`src/rtl/fp_align_pkg.sv`:
```
// Shared types and sizing helpers for the floating-point operand-alignment stage.
package fp_align_pkg;

  typedef enum logic [1:0] {
    IDLE    = 2'd0,
    COMPARE = 2'd1,
    SHIFT   = 2'd2,
    DONE    = 2'd3
  } align_state_t;

  localparam int GR_W = 2;

  // Aligned fraction keeps guard and round bits below the fraction LSB.
  function automatic int sr_width(input int frac_w);
    return frac_w + GR_W;
  endfunction

endpackage

```
`src/rtl/fp_mag_compare.sv`:
```
// Combinational magnitude compare of two (exponent, fraction) operands.
module fp_mag_compare #(
  parameter int EXP_W  = 4,
  parameter int FRAC_W = 4
) (
  input  logic [EXP_W-1:0]  exp_a_i,
  input  logic [EXP_W-1:0]  exp_b_i,
  input  logic [FRAC_W-1:0] frac_a_i,
  input  logic [FRAC_W-1:0] frac_b_i,
  output logic              b_larger_o,
  output logic [EXP_W-1:0]  exp_diff_o
);

  logic [EXP_W:0]  ediff;
  logic [EXP_W:0]  ediff_neg;
  logic [FRAC_W:0] fdiff;

  // The extra MSB of each subtraction is the borrow, i.e. "B is larger".
  assign ediff     = {1'b0, exp_a_i} - {1'b0, exp_b_i};
  assign ediff_neg = '0 - ediff;
  assign fdiff     = {1'b0, frac_a_i} - {1'b0, frac_b_i};

  assign b_larger_o = (ediff == '0) ? fdiff[FRAC_W] : ediff[EXP_W];
  assign exp_diff_o = ediff[EXP_W] ? ediff_neg[EXP_W-1:0] : ediff[EXP_W-1:0];

endmodule

```
`src/rtl/fp_align_unit.sv`:
```
// Orders two operands by magnitude and right-aligns the smaller fraction one bit per cycle.
module fp_align_unit
  import fp_align_pkg::*;
#(
  parameter int EXP_W  = 4,
  parameter int FRAC_W = 4
) (
  input  logic                          clk,
  input  logic                          rst,
  input  logic                          in_valid,
  output logic                          in_ready,
  input  logic [EXP_W-1:0]              exp_a,
  input  logic [EXP_W-1:0]              exp_b,
  input  logic [FRAC_W-1:0]             frac_a,
  input  logic [FRAC_W-1:0]             frac_b,
  output logic                          out_valid,
  input  logic                          out_ready,
  output logic [EXP_W-1:0]              big_exp,
  output logic [FRAC_W-1:0]             big_frac,
  output logic [sr_width(FRAC_W)-1:0]   small_frac,
  output logic                          sticky,
  output logic [EXP_W-1:0]              exp_diff,
  output logic                          swapped
);

  localparam int SR_W = sr_width(FRAC_W);

  align_state_t      state_q, state_d;
  logic [EXP_W-1:0]  ea_q, ea_d, eb_q, eb_d;
  logic [FRAC_W-1:0] fa_q, fa_d, fb_q, fb_d;
  logic [EXP_W-1:0]  cnt_q, cnt_d;
  logic [SR_W-1:0]   sr_q, sr_d;
  logic              sticky_q, sticky_d;
  logic              vld_q, vld_d;
  logic [EXP_W-1:0]  big_exp_q, big_exp_d;
  logic [FRAC_W-1:0] big_frac_q, big_frac_d;
  logic [EXP_W-1:0]  diff_q, diff_d;
  logic              swap_q, swap_d;

  logic              cmp_b_larger;
  logic [EXP_W-1:0]  cmp_diff;
  logic [SR_W-1:0]   sr_shr;
  logic [EXP_W-1:0]  cnt_dec;

  fp_mag_compare #(.EXP_W(EXP_W), .FRAC_W(FRAC_W)) u_cmp (
    .exp_a_i    (ea_q),
    .exp_b_i    (eb_q),
    .frac_a_i   (fa_q),
    .frac_b_i   (fb_q),
    .b_larger_o (cmp_b_larger),
    .exp_diff_o (cmp_diff)
  );

  assign sr_shr  = sr_q >> 1;
  assign cnt_dec = cnt_q - 1'b1;

  always_comb begin
    state_d    = state_q;
    ea_d       = ea_q;
    eb_d       = eb_q;
    fa_d       = fa_q;
    fb_d       = fb_q;
    cnt_d      = cnt_q;
    sr_d       = sr_q;
    sticky_d   = sticky_q;
    vld_d      = vld_q;
    big_exp_d  = big_exp_q;
    big_frac_d = big_frac_q;
    diff_d     = diff_q;
    swap_d     = swap_q;
    case (state_q)
      IDLE: begin
        if (in_valid) begin
          ea_d    = exp_a;
          eb_d    = exp_b;
          fa_d    = frac_a;
          fb_d    = frac_b;
          state_d = COMPARE;
        end
      end
      COMPARE: begin
        swap_d     = cmp_b_larger;
        big_exp_d  = cmp_b_larger ? eb_q : ea_q;
        big_frac_d = cmp_b_larger ? fb_q : fa_q;
        diff_d     = cmp_diff;
        sr_d       = {(cmp_b_larger ? fa_q : fb_q), {GR_W{1'b0}}};
        cnt_d      = cmp_diff;
        sticky_d   = 1'b0;
        if (cmp_diff == '0) begin
          vld_d   = 1'b1;
          state_d = DONE;
        end else begin
          state_d = SHIFT;
        end
      end
      SHIFT: begin
        sr_d     = sr_shr;
        sticky_d = sticky_q | sr_q[0];
        cnt_d    = cnt_dec;
        // Once the register is empty, more shifts cannot change it or sticky.
        if (cnt_dec == '0 || sr_shr == '0) begin
          vld_d   = 1'b1;
          state_d = DONE;
        end
      end
      DONE: begin
        if (out_ready) begin
          vld_d   = 1'b0;
          state_d = IDLE;
        end
      end
      default: state_d = IDLE;
    endcase
  end

  always_ff @(posedge clk or posedge rst) begin
    if (rst) begin
      state_q    <= IDLE;
      ea_q       <= '0;
      eb_q       <= '0;
      fa_q       <= '0;
      fb_q       <= '0;
      cnt_q      <= '0;
      sr_q       <= '0;
      sticky_q   <= 1'b0;
      vld_q      <= 1'b0;
      big_exp_q  <= '0;
      big_frac_q <= '0;
      diff_q     <= '0;
      swap_q     <= 1'b0;
    end else begin
      state_q    <= state_d;
      ea_q       <= ea_d;
      eb_q       <= eb_d;
      fa_q       <= fa_d;
      fb_q       <= fb_d;
      cnt_q      <= cnt_d;
      sr_q       <= sr_d;
      sticky_q   <= sticky_d;
      vld_q      <= vld_d;
      big_exp_q  <= big_exp_d;
      big_frac_q <= big_frac_d;
      diff_q     <= diff_d;
      swap_q     <= swap_d;
    end
  end

  assign in_ready   = (state_q == IDLE);
  assign out_valid  = vld_q;
  assign big_exp    = big_exp_q;
  assign big_frac   = big_frac_q;
  assign small_frac = sr_q;
  assign sticky     = sticky_q;
  assign exp_diff   = diff_q;
  assign swapped    = swap_q;

endmodule
```
`config.mk`:
```
export PLATFORM = sky130hd
export DESIGN_NAME = fp_align_unit
export DESIGN_NICKNAME = d
export VERILOG_FILES = /design/src/rtl/fp_align_pkg.sv /design/src/rtl/fp_mag_compare.sv /design/src/rtl/fp_align_unit.sv
export SDC_FILE = /design/constraint.sdc
export NUM_CORES = 1
export LEC_CHECK = 0
export CAP_MARGIN = 20
export CORE_ASPECT_RATIO = 1.1
export CORE_MARGIN = 2
export CORE_UTILIZATION = 50
export DETAILED_ROUTE_END_ITERATION = 10
export GPL_ROUTABILITY_DRIVEN = 0
export HOLD_SLACK_MARGIN = 0.06
export PLACE_DENSITY = 0.77
export SETUP_SLACK_MARGIN = 0.05
export SYNTH_ARGS = -nofsm -noshare
export SYNTH_HDL_FRONTEND = slang
export SYNTH_SLANG_ARGS = --single-unit
```
`constraint.sdc`:
```
create_clock -name clk -period 2.8 [get_ports clk]
set_input_delay 0.28 -clock clk [delete_from_list [all_inputs] [get_ports clk]]
set_output_delay 0.28 -clock clk [all_outputs]
set_load 0.01 [all_outputs]
```
==> impl_metrics.ini <==
[clock_network]
cts_tree = built
postCtsHoldBufs = 0
cts.repair.resized = 0
clock_latency_ns = 0.30
htree_levels = 2
numCtsBuffers = 5
clockBufferDepth = 2
clkTransAtPathRegs_ns = 0.08
root_buffer = clkbuf_8
cts_num_sinks = 43
post_cts.repair.setup_buffers = 0

[logic_synthesis]
avgSynthCellArea_sq_um = 10.62
async_flop_share = 1.000
ys.flop_type = dfrtp_1
netlist_area_sq_um = 2303
postSynthCellCount = 217
ys_warn_count = 0
synth_nets = 252
ys_ff_latch = 43
synth_cell_types = 33
yosysSeqAreaShare = 0.4671
synth_edf_count = 0

[setup_path]
critPathMaxFanout = 11
cp-start-kind = flip-flop
arrival_ns = 2.65
r2r-end = small_frac[5]$_DFFE_PP0P_
crit_type = flip-flop to flip-flop
critPathCaptureType = flip-flop
cp_slowest_cell = fa_1
rrSetupSlack_ns = 0.32
crit_path_frequent_cell = ha_1
cp_cell_sequence = inv_1 > ha_1 > fa_1 > ha_1 > nand2_1 > o41ai_4 > buf_12 > mux2i_1 > o22ai_1
rr_worst_depth = 9
critPathRequiredTime_ns = 2.96
max_stage_delay_ns = 0.54
regToRegStartpoint = ea_q[0]$_DFFE_PP0P_

[placed_design]
preCtsSetupSlack_ns = 0.3136
dp_hpwl_um = 3264
io_buffers = 41
place_inst = 309

[worst_hold_path]
hp-class = input pin to asynchronous set/reset pin

[global_routing]
grt_use_total = 0.2019
grt_pass1_vias = 1626
grt_max_degree = 44
antenna_found_initial = 0
gr-total-overflow = 0
grt_pass1_wl_um = 7555

[drt]
via_count = 1695
drt-total-wl_um = 4563
first_iter_violations = 114
wl_per_cell_um = 14.44
via_per_inst = 5.364
firstDrtPassIters = 4
drc = 0
ant_nets = 0

[sta]
slew_viol_final = 0
setup-violations-final = 0
fmax_ghz = 0.4026
hold_viol_final = 0
finalCritPeriodShare = 0.8871
rsz0062_at_grt = no
finalCriticalPeriod_ns = 2.484
fin_skew_ns = 0.003724
tightest_slew_ns = 0.7099
tns_ns = 0
slew_headroom = 0.5256
worst_slack_ns = 0.3161

[floorplan]
start_util = 0.5260
ios = 42
dieWidth_um = 68.72
core_sq_um = 4379
dieArea_sq_um = 5166
dieHeight_um = 75.19
fp-row-count = 25

[layout]
utilization = 0.6580
syn_to_final_growth_pct = 25.09
finalNonFillerCells = 316
drive_gt1_frac = 0.1489
final_nets = 297
antenna_cells = 0

[outcome]
status = finished, final reports clean

[job]
max_cap_violations = 0
## stage by stage
step | hold slack, ns | instance area, sq um
after floorplan | 0.4306 | 2303
after global placement | 0.5082 | 2794
after detailed placement | 0.5152 | 2794
after CTS | 0.4378 | 2882
after global routing | 0.4696 | 2882
final | 0.4263 | 2882
## worst max-delay path: cells and delay by family (launching register included)
kind	cells	cell delay, ns
mux	1	0.20
compound gates	2	0.42
buf+inv	2	0.25
simple gates	1	0.11
fa+ha+maj	3	0.99
flops	1	0.37
## flip-flops by register name (all words and copies together) (netlist names)
signal / count
eb_q: 4
small_frac: 6
fa_q: 4
cnt_q: 4
state_q: 2
big_exp: 4
swapped: 1
sticky: 1
fb_q: 4
out_valid: 1
big_frac: 4
exp_diff: 4
ea_q: 4
## worst max-delay path by stage
stage / start / endpoint / slack [ns] / cells after the start
after floorplan: ea_q[0]$_DFFE_PP0P_ / out_valid$_DFFE_PP0P_ / 0.42 / 9
after global placement: ea_q[0]$_DFFE_PP0P_ / out_valid$_DFFE_PP0P_ / 0.39 / 8
after detailed placement: ea_q[0]$_DFFE_PP0P_ / small_frac[2]$_DFFE_PP0P_ / 0.31 / 9
after CTS: ea_q[0]$_DFFE_PP0P_ / small_frac[2]$_DFFE_PP0P_ / 0.30 / 9
after global routing: ea_q[0]$_DFFE_PP0P_ / small_frac[2]$_DFFE_PP0P_ / 0.11 / 9
final: ea_q[0]$_DFFE_PP0P_ / small_frac[5]$_DFFE_PP0P_ / 0.32 / 9
## cells in the mapped netlist (2+ instances only)
| cell type | count | area, sq um |
|---|---|---|
| a211oi_1 | 2 | 15.01 |
| a21oi_1 | 18 | 90.09 |
| a21oi_2 | 2 | 17.52 |
| clkbuf_1 | 6 | 22.52 |
| dfrtp_1 | 43 | 1076 |
| ha_1 | 14 | 175.2 |
| inv_1 | 20 | 75.07 |
| mux2_2 | 20 | 225.2 |
| mux2i_1 | 15 | 150.1 |
| nand2_1 | 14 | 52.55 |
| nand2b_1 | 2 | 12.51 |
| nand3_1 | 3 | 15.01 |
| nor2_1 | 17 | 63.81 |
| nor3_1 | 2 | 10.01 |
| o21ai_0 | 19 | 95.09 |
| o22ai_1 | 2 | 12.51 |
| xor2_2 | 2 | 32.53 |
## placed cells by master, fill, tap and decap left out, drive strengths merged, types with 2 or more instances in the layout
cell type,Yosys,final
dfrtp,43,43
clkdlybuf4s50,0,41
mux2,20,20
inv,20,20
o21ai,20,20
a21oi,20,20
nor2,17,17
mux2i,15,15
nand2,14,14
ha,14,14
clkbuf,6,6
buf,2,5
nand3,3,3
xor2,3,3
nand2b,2,2
a211oi,2,2
nor3,2,2
o22ai,2,2
## per-layer routing
metal / part of all wire / track usage
met2: 0.47 / 0.3098
met3: 0.051 / 0.05680
met5: 0 / 0
met4: 0.018 / 0.08497
met1: 0.46 / 0.2689
## logic make-up after synthesis
group           count (synthesis)  synth area share
buf+inv                        28           0.04888
simple gates                   44           0.08583
xor+xnor                        4           0.02173
fa+ha+maj                      15           0.08474
flops                          43            0.4671
mux                            35            0.1630
compound gates                 48            0.1287
## layout make-up
class                      instances  area (sq um)
timing repair buffer              46         460.4
sequential                        43          1076
multi-input combinational        146          1115
fill                             357          1498
inverter                          20         75.07
clock buffer                       6         82.58
clock inverter                     1         5.005
tap                               54         67.56
Power is not shown: default switching activity piles up to over one toggle a cycle in this logic, so the estimate is an artifact.
